<file path="src/rtl/press_evt_pkg.sv">
// Shared types for the press event encoder.
//   evt_type_e : event type carried in the top two bits of each event word
//   state_e    : press tracking states
//   evt_t      : packed event word {type, duration} at the default counter width
package press_evt_pkg;

    localparam int unsigned EVT_CNT_W = 16;

    typedef enum logic [1:0] {
        EVT_NONE  = 2'b00,
        EVT_SHORT = 2'b01,
        EVT_LONG  = 2'b10,
        EVT_HOLD  = 2'b11
    } evt_type_e;

    typedef enum logic [1:0] {
        WAIT_LOW,
        IDLE,
        PRESSED
    } state_e;

    // "type" is a keyword, hence evt_type.
    typedef struct packed {
        evt_type_e              evt_type;
        logic [EVT_CNT_W-1:0]   dur;
    } evt_t;

endpackage

</file>
<file path="src/rtl/evt_fifo.sv">
// Synchronous first-word-fall-through FIFO.
//   clk_i    : clock, rising edge
//   rst_i    : synchronous active-high reset, empties the FIFO
//   push_i   : write data_i; accepted when not full or when a pop happens this cycle
//   data_i   : write data
//   pop_i    : remove the head entry (ignored when empty)
//   data_o   : head entry, meaningful only when not empty
//   full_o   : count_o == Depth
//   empty_o  : count_o == 0
//   count_o  : occupancy, 0..Depth
module evt_fifo #(
    parameter int unsigned Depth = 4,
    parameter int unsigned Width = 18,
    localparam int unsigned CntW = $clog2(Depth + 1),
    localparam int unsigned PtrW = (Depth > 1) ? $clog2(Depth) : 1
) (
    input  logic             clk_i,
    input  logic             rst_i,
    input  logic             push_i,
    input  logic [Width-1:0] data_i,
    input  logic             pop_i,
    output logic [Width-1:0] data_o,
    output logic             full_o,
    output logic             empty_o,
    output logic [CntW-1:0]  count_o
);

    logic [Width-1:0] mem_q [Depth];
    logic [PtrW-1:0]  wr_q, rd_q;
    logic [CntW-1:0]  cnt_q;
    logic             push_ok, pop_ok;

    assign full_o  = (cnt_q == CntW'(Depth));
    assign empty_o = (cnt_q == '0);
    assign count_o = cnt_q;
    assign data_o  = mem_q[rd_q];

    assign pop_ok  = pop_i & ~empty_o;
    // A full FIFO still takes a push when the head leaves in the same cycle.
    assign push_ok = push_i & (~full_o | pop_ok);

    always_ff @(posedge clk_i) begin
        if (push_ok) begin
            mem_q[wr_q] <= data_i;
        end
    end

    // Depth is a power of two, so pointers wrap naturally.
    always_ff @(posedge clk_i) begin
        if (rst_i) begin
            wr_q  <= '0;
            rd_q  <= '0;
            cnt_q <= '0;
        end else begin
            if (push_ok) wr_q <= wr_q + 1'b1;
            if (pop_ok)  rd_q <= rd_q + 1'b1;
            if (push_ok && !pop_ok)      cnt_q <= cnt_q + 1'b1;
            else if (!push_ok && pop_ok) cnt_q <= cnt_q - 1'b1;
        end
    end

endmodule

</file>
<file path="src/rtl/press_event_encoder.sv">
// Press event encoder: turns a debounced switch level into queued press events.
// Each press is measured in clock cycles (saturating) and classified SHORT or LONG
// at release; events go through a small FWFT FIFO with a valid/ready port.
//   clk          : clock, rising edge
//   rst          : synchronous active-high reset
//   db_i         : debounced switch level
//   evt_valid_o  : FIFO head holds an event
//   evt_ready_i  : consumer takes the head event this cycle
//   evt_data_o   : {type[1:0], duration[CNT_W-1:0]}, zero while not valid
//   overflow_o   : sticky, an event was dropped on a full FIFO; cleared by rst
// Optional build macro PRESS_HOLD_EVT_EN: emit one HOLD event per press at the
// cycle the duration reaches LONG_TH (the release still emits LONG).
module press_event_encoder
    import press_evt_pkg::*;
#(
    parameter int unsigned CNT_W   = 16,
    parameter int unsigned LONG_TH = 1000,
    parameter int unsigned DEPTH   = 4
) (
    input  logic             clk,
    input  logic             rst,
    input  logic             db_i,
    output logic             evt_valid_o,
    input  logic             evt_ready_i,
    output logic [CNT_W+1:0] evt_data_o,
    output logic             overflow_o
);

    localparam int unsigned    CntW   = $clog2(DEPTH + 1);
    localparam logic [CNT_W-1:0] DurMax = '1;
    localparam logic [CNT_W-1:0] LongTh = CNT_W'(LONG_TH);

    state_e           state_q, state_d;
    logic             db_q;
    logic [CNT_W-1:0] dur_q, dur_d;
    logic             rise, fall;

    logic             push;
    evt_type_e        push_type;
    logic [CNT_W-1:0] push_dur;
    logic             pop;
    logic             ovf_q;

    logic [CNT_W+1:0] fifo_data;
    logic             fifo_full, fifo_empty;
    logic [CntW-1:0]  fifo_count;

    assign rise = db_i & ~db_q;
    assign fall = ~db_i & db_q;

    always_comb begin
        state_d   = state_q;
        dur_d     = dur_q;
        push      = 1'b0;
        push_type = EVT_NONE;
        push_dur  = '0;
        unique case (state_q)
            // A level already high at reset release is not a press.
            WAIT_LOW: if (!db_i) state_d = IDLE;
            IDLE: begin
                if (rise) begin
                    dur_d   = CNT_W'(1);
                    state_d = PRESSED;
                end
            end
            PRESSED: begin
                if (fall) begin
                    push      = 1'b1;
                    push_type = (dur_q >= LongTh) ? EVT_LONG : EVT_SHORT;
                    push_dur  = dur_q;
                    dur_d     = '0;
                    state_d   = IDLE;
                end else begin
                    dur_d = (dur_q == DurMax) ? dur_q : dur_q + 1'b1;
                end
            end
            default: state_d = WAIT_LOW;
        endcase
`ifdef PRESS_HOLD_EVT_EN
        // dur is cleared on release, so this fires exactly once per press,
        // including LONG_TH == 1 on the rise cycle.
        if (state_d == PRESSED && dur_d == LongTh && dur_q != LongTh) begin
            push      = 1'b1;
            push_type = EVT_HOLD;
            push_dur  = LongTh;
        end
`endif
    end

    always_ff @(posedge clk) begin
        if (rst) begin
            state_q <= WAIT_LOW;
            db_q    <= 1'b0;
            dur_q   <= '0;
            ovf_q   <= 1'b0;
        end else begin
            state_q <= state_d;
            db_q    <= db_i;
            dur_q   <= dur_d;
            if (push && fifo_full && !pop) ovf_q <= 1'b1;
        end
    end

    evt_fifo #(
        .Depth (DEPTH),
        .Width (CNT_W + 2)
    ) u_fifo (
        .clk_i   (clk),
        .rst_i   (rst),
        .push_i  (push),
        .data_i  ({push_type, push_dur}),
        .pop_i   (pop),
        .data_o  (fifo_data),
        .full_o  (fifo_full),
        .empty_o (fifo_empty),
        .count_o (fifo_count)
    );

    assign evt_valid_o = ~fifo_empty;
    assign pop         = evt_valid_o & evt_ready_i;
    // Storage is not reset; mask so the port reads zero while nothing is queued.
    assign evt_data_o  = evt_valid_o ? fifo_data : '0;
    assign overflow_o  = ovf_q;

    full_means_depth_a: assert property (@(posedge clk) disable iff (rst)
        fifo_full |-> (fifo_count == CntW'(DEPTH)));

endmodule

</file>
<file path="config.mk">
export PLATFORM = sky130hd
export DESIGN_NAME = press_event_encoder
export DESIGN_NICKNAME = d
export VERILOG_FILES = /design/src/rtl/press_evt_pkg.sv /design/src/rtl/evt_fifo.sv /design/src/rtl/press_event_encoder.sv
export SDC_FILE = /design/constraint.sdc
export NUM_CORES = 1
export LEC_CHECK = 0
export BUFFER_PORTS_ARGS = -buffer_cell sky130_fd_sc_hd__buf_2
export CAP_MARGIN = 20
export CORE_AREA = 2 2 98 100
export CTS_BUF_LIST = sky130_fd_sc_hd__clkbuf_4 sky130_fd_sc_hd__clkbuf_8 sky130_fd_sc_hd__clkbuf_16
export DETAILED_ROUTE_END_ITERATION = 10
export DIE_AREA = 0 0 100 102
export GPL_TIMING_DRIVEN = 0
export PLACE_DENSITY = 0.66
export SLEW_MARGIN = 20
export SYNTH_ARGS = -nofsm -noshare
export SYNTH_HDL_FRONTEND = slang
export SYNTH_SLANG_ARGS = --single-unit
export TNS_END_PERCENT = 10
</file>
<file path="constraint.sdc">
create_clock -name clk -period 6.2 [get_ports clk]
set_input_delay 0.93 -clock clk [delete_from_list [all_inputs] [get_ports clk]]
set_output_delay 0.93 -clock clk [all_outputs]
set_load 0.01 [all_outputs]
</file>
======== Yosys cells after proc, flatten, opt, wreduce, memory -nomap -nowiden ========
Memory sizes are Yosys's and may differ from the RTL's. A register that Yosys moved wholly into a read port is not among the register bits.
Index checks and enable logic that the tools add are counted.
storage, ports and cells
  logic and storage cells ................. 67
  output and inout port bits .............. 20
  register bits after elaboration ......... 27
  input bits .............................. 4
  memories kept ........................... 1
  bits in writable memories ............... 72
memories
  name          depth  bits a word  read ports  clocked after memory_dff  wr ports  line            source
  u_fifo.mem_q  4      18           1           1                         1         evt_fifo.sv:28  logic [Width-1:0] mem_q [Depth];
operators by class
  magnitude comparators ................... 1
  eq/ne operators ......................... 8
  bitwise logic cells ..................... 10
  reductions and logical operators ........ 13
  $add $sub $neg .......................... 5
  multiplexer cells ....................... 22
operators by type and width
  kind                     count
  $mux W16                 5
  $pmux W16 S2             1
  $mux W18                 1
  $add A16 B1 Y16 const B  1
  $eq A16 B16 Y1 const B   1
  $ge A16 B10 Y1 const B   1
  $mux W2                  8
  $mux W3                  2
  $ne A2 B2 Y1 const B     3
  $pmux W2 S3              1
  $reduce_and A3 Y1        2
  $and A1 B1 Y1            5
  $add A2 B1 Y2 const B    2
  $logic_and A1 B1 Y1      4
  $mux W1                  4
  $not A1 Y1               4
  $reduce_bool A2 Y1       2
  $add A3 B1 Y3 const B    1
  $eq A3 B3 Y1 const B     1
  $logic_not A1 Y1         3
  $logic_not A3 Y1         1
  $ne A3 B3 Y1 const B     1
  $sub A3 B1 Y3 const B    1
  $eq A2 B1 Y1 const B     1
  other kinds (3)          3

======== Depth between registers and ports, before layout ========
  word-level depth ........................ 10
  gate-level depth with buffers ........... 11
  depth with buffers taken out ............ 10

======== Cells and area by module ========
From an unflattened synthesis, not the netlist that was laid out.
unflattened totals
  cell total of the unflattened synthesis .. 330
  area, all modules ....................... 4556.9 um^2
by module, submodules not included
  module               seq. area each (um^2)  times used  cells each  area an instance (um^2)
  evt_fifo             2342.2                 1           142         3083.0
  press_event_encoder  400.4                  1           188         1473.9

======== Worst setup path after synthesis ========
OpenSTA, ideal clock, no wires.
  path type ............................... input port to flip-flop
  start ................................... in db_i
  end ..................................... reg u_fifo.cnt_q[2] (netlist: u_fifo.count_o[2])
  cell stages on the path ................. 9
  slack ................................... 3249 ps
  data required time ...................... 6130 ps
  setup time .............................. 70 ps
  path buffers ............................ 0
  data arrival time ....................... 2881 ps
  cell sequence ........................... nor2b_1 nand2_1 nor2_1 ha_1 inv_1 fa_1 xor2_1 or3_1 a21oi_1
on the way
  longest elaborated chain between the ends .. 8
  elaborated cells between the ends (all ways) .. 10
  classes of those cells .................. mux (3); bitwise (3); reduce/logical (4)
RTL lines
  item                          line                       source
  start, declared               press_event_encoder.sv:22  input logic db_i,
  $not A1 Y1 *                  press_event_encoder.sv:49  assign fall = ~db_i & db_q;
  $and A1 B1 Y1 *               press_event_encoder.sv:49
  $mux W1 *                     press_event_encoder.sv:67  if (fall) begin
  $mux W1 *                     press_event_encoder.sv:57  unique case (state_q)
  $and A1 B1 Y1 *               evt_fifo.sv:40             assign push_ok = push_i & (~full_o | pop_ok);
  via u_fifo.push_ok            evt_fifo.sv:31             logic push_ok, pop_ok;
  $logic_not A1 Y1              evt_fifo.sv:58             else if (!push_ok && pop_ok) cnt_q <= cnt_q - 1'b1;
  $logic_and A1 B1 Y1           evt_fifo.sv:58
  $reduce_bool A2 Y1 (no line)  --
  end signal, assigned          evt_fifo.sv:57             if (push_ok && !pop_ok) cnt_q <= cnt_q + 1'b1;
  end signal, assigned          evt_fifo.sv:58
  end, declared                 evt_fifo.sv:30             logic [CntW-1:0] cnt_q;
Mark *: on every way through the listed nets, which the timed path passes. The rest lies on a longest branch.
A chain may end at the register's enable or synchronous reset.

======== Worst setup path in the final report ========
Same ends and word-level chain as after synthesis.

==> summary.txt <==
Drt
  – DR pass1 iterations: 4
  – WL/cell: 17.34 µm
  – DRC viols: 0
  – DRT Wirelength: 8287 µm
  – Initial drt markers: 138
  – Vias: about 2700
  – Via density: 5.638
  – Antenna Violating Nets Remaining: 0

Layout
  – Filler Cell Count: 756
  – Area taken by multi-input logic gates: 1614 µm²
  – Number of inserted diodes: 0
  – Synth-to-Final Area Change: 10.13%
  – Proportion of layout cells with a drive suffix above 1: roughly a fifth
  – Finished Core Util: between 50 and 60%
  – Fin cells: 478
  – Sequential cell area: ~2700 µm²
  – # nets final: 378

Floorplan
  – FP Rows: 35
  – Die X: around 100 µm
  – Core Area: 9109 µm²
  – Vert. Die Dim: 102 µm
  – Starting Density: 49.09%
  – Die area: 10200 µm²
  – IO Pins: 24

Worst setup path
  – R2R Path Start: state_q[0]$_SDFFE_PP0P_
  – CP Launch Type: input pin
  – Critical Path Source: db_i
  – FF-to-FF setup slack: 3.04 ns
  – FF-to-FF End: u_fifo.count_o[2]$_SDFFE_PP0P_
  – CP endpoint: u_fifo.count_o[2]$_SDFFE_PP0P_
  – R2r worst-path depth: 11
  – Max Fanout on Critical Path: 8
  – Arrival @ worst endpoint: 3.68 ns
  – CP Class: input pin to flip-flop
  – Worst EP required: around 6.5 ns
  – Crit end category: flip-flop

Worst hold path
  – Worst min path class: flip-flop to flip-flop

Clock network
  – Post-CTS Setup Bufs: 0
  – CTS tree: done
  – TritonCTS Sinks: 101
  – CTS buffer count: 9
  – Post-CTS Hold Buffers: 0
  – CTS clk-pin slew, worst paths: 0.10 ns
  – Root buf cell: clkbuf_8
  – Later-pin clock latency in the skew report: ~0.36 ns
  – H-tree lvl count: 3
  – Post-CTS sizing: 0
  – Clk buf depth: 2

Synth
  – Mapped Cells: between 300 and 400
  – Synth Cell Area: 4472 µm²
  – Syn. warnings: 0
  – Net count after synthesis: about 350
  – Mapped Avg Cell Area: roughly 14 µm²
  – Yosys reg bits: 101
  – Post-synthesis sequential area ratio: 61.33%
  – Synth unique cells: 49
  – Async SR Flop Fraction: 0%
  – Ys flop type: edfxtp_1
  – Post-synth EDFFs: 72

Global routing
  – Most Crowded Layer GR: met2
  – Vias in the first global route: 2632
  – Routing usage on met3: between 2 and 3%
  – Met2 GRT Util: 28.22%
  – Largest net degree at the start of global routing: 19
  – Total track usage: between 15 and 20%
  – Met1 Track Usage GR: between 20% and 30%
  – Initial antenna violation count: 0
  – GR Overflow Total: 0
  – First-pass GRT wire length: 13480 µm

Power
  – Combinational share of power: 27.2%
  – Psw: 0.4945 mW
  – Int Power: 1.131 mW
  – Seq pwr share: between 40% and 50%
  – Power per Cell Area: 330.2 nW/µm²
  – Worst VDD drop: between 0.1 and 0.15 mV
  – Clock network power share: 26.2%
  – Leakage power: 1.701 nW
  – Switching Share: a little over 30%

Placed design
  – Gp weighted congestion: between 0.8 and 0.9
  – Port bufs: 22
  – Placement Setup Slack: 2.458 ns
  – DP HPWL: roughly 5600 µm
  – Inst Count DP: roughly 460

Run
  – Maximum Capacitance Violations: 0

STA
  – Final period util: 54.55%
  – Max Fclk: 295.7 MHz
  – Final min period: 3.382 ns
  – Hold Slack: around 0.5 ns
  – Clock Skew: ~0.009 ns
  – RSZ-0062 raised after global routing: no
  – Slew @ Worst Pin: 0.9416 ns
  – Setup violations, final: 0
  – Worst setup margin: 2.818 ns
  – Fin. Hold Viols: 0
  – Setup_tns: 0 ns
  – Pins Over Slew Limit: 0
  – Max transition margin: around 37%

Run status
  – Status: finished, final reports clean
## cell usage after synthesis, drive strengths merged, types with 2 or more instances
cell type,count,area share (%)
a311oi,7,1.4
nor2b,3,0.42
buf,6,1.1
nor4b,2,0.53
o211ai,2,0.34
a211oi,2,0.62
inv,8,0.67
a21oi,12,1.3
nand3,10,1.1
edfxtp,72,48
xor2,4,0.78
a31oi,7,1.1
clkbuf,10,0.84
o21ai,10,1.1
nor4,2,0.42
ha,11,3.1
nand4,3,0.42
or2,2,0.28
and4,2,0.45
mux4,18,9.1
and2,24,3.4
nand2,18,1.5
a41oi,2,0.39
mux2i,3,0.67
nor3,4,0.45
or3,4,0.56
nor2,24,2.0
o22ai,2,0.28
dfxtp,29,13
and3,16,2.4
## cell families after synthesis
family	synth area share, %
buf+inv	2.574
mux	9.737
simple gates	14.72
compound gates	7.135
xor+xnor	0.9793
flops	61.33
fa+ha+maj	3.525
## power groups by stage
| stage | combinational (mW) | clock (mW) | sequential [mW] |
|---|---|---|---|
| 2_1_floorplan | 0.318 | 0 | 0.768 |
| 3_3_place_gp | 0.441 | 0 | 0.772 |
| 3_5_place_dp | 0.454 | 0 | 0.773 |
| 4_1_cts | 0.457 | 0.433 | 0.757 |
| 5_1_grt | 0.498 | 0.457 | 0.760 |
| 6_report | 0.442 | 0.426 | 0.757 |
## through the flow
step,area (µm²),power (mW)
2_1_floorplan,4472,1.086
3_3_place_gp,4721,1.213
3_5_place_dp,4721,1.227
4_1_cts,4925,1.647
5_1_grt,4925,1.715
6_report,4925,1.626
## worst max-delay path, stage by stage
cell and delay (ns):
buf_2 0.12, nor2b_1 0.53, nand2_1 0.33, nor2_1 0.44, ha_1 0.27, inv_1 0.06, fa_1 0.37, xor2_1 0.17
or3_1 0.30, a21oi_1 0.14
## worst min path at each step
stage,slack [ns],start,endpoint,cells after the start
floorplan,0.46,u_fifo.count_o[2]$_SDFFE_PP0P_,u_fifo.count_o[2]$_SDFFE_PP0P_,2
global placement,0.47,overflow_o$_SDFFE_PP0P_,overflow_o$_SDFFE_PP0P_,2
global route,0.55,state_q[1]$_SDFFE_PP0P_,state_q[1]$_SDFFE_PP0P_,2
detailed placement,0.49,overflow_o$_SDFFE_PP0P_,overflow_o$_SDFFE_PP0P_,2
CTS,0.51,u_fifo.count_o[2]$_SDFFE_PP0P_,u_fifo.count_o[2]$_SDFFE_PP0P_,2
finish,0.50,state_q[1]$_SDFFE_PP0P_,state_q[1]$_SDFFE_PP0P_,2
## layout make-up
| type | count | share of cell area [%] |
|---|---|---|
| sequential | 101 | 55.69 |
| buffer | 16 | 1.728 |
| multi-input combinational | 204 | 32.77 |
| timing repair buffer | 22 | 2.236 |
| clock inverter | 7 | 1.626 |
| tap | 111 | 2.820 |
| clock buffer | 9 | 2.515 |
| inverter | 8 | 0.6098 |
## sequential cells by signal, summed over array words and instances, names as in the netlist, named ones only
register        flops
u_fifo.rd_q         2
state_q             2
u_fifo.mem_q       72
u_fifo.count_o      3
dur_q              16
overflow_o          1
db_q                1
u_fifo.wr_q         2
## metal layers
metal | share of wire (%) | vias up
met3 | 3.8 | 9
met2 | 49 | 54
met1 | 45 | 1320
met4 | 1.6 | 0
li1 | - | 1312
met5 | 0 | -
## layout by cell type (no fill, tap or decap), types with 2 or more instances in the layout
cell type / netlist / layout
nor3_1: 4 / 4
nand2_1: 18 / 18
or3_1: 4 / 4
buf_6: 3 / 3
inv_1: 8 / 8
a31oi_1: 6 / 6
ha_1: 11 / 11
clkbuf_8: 0 / 9
o21ai_0: 7 / 7
edfxtp_1: 72 / 72
or2_2: 2 / 2
a311oi_1: 7 / 7
clkbuf_1: 10 / 10
a21oi_1: 12 / 12
dfxtp_1: 29 / 29
nor2b_1: 3 / 3
and3_1: 15 / 15
mux2i_1: 3 / 3
mux4_2: 18 / 18
a41oi_1: 2 / 2
xor2_1: 4 / 4
inv_6: 0 / 2
o211ai_1: 2 / 2
o21ai_1: 3 / 3
nand4_1: 3 / 3
nor2_1: 24 / 24
and2_1: 24 / 24
buf_2: 2 / 24
o22ai_1: 2 / 2
nand3_1: 10 / 10
No activity file was read; power rests on OpenSTA's default activity.
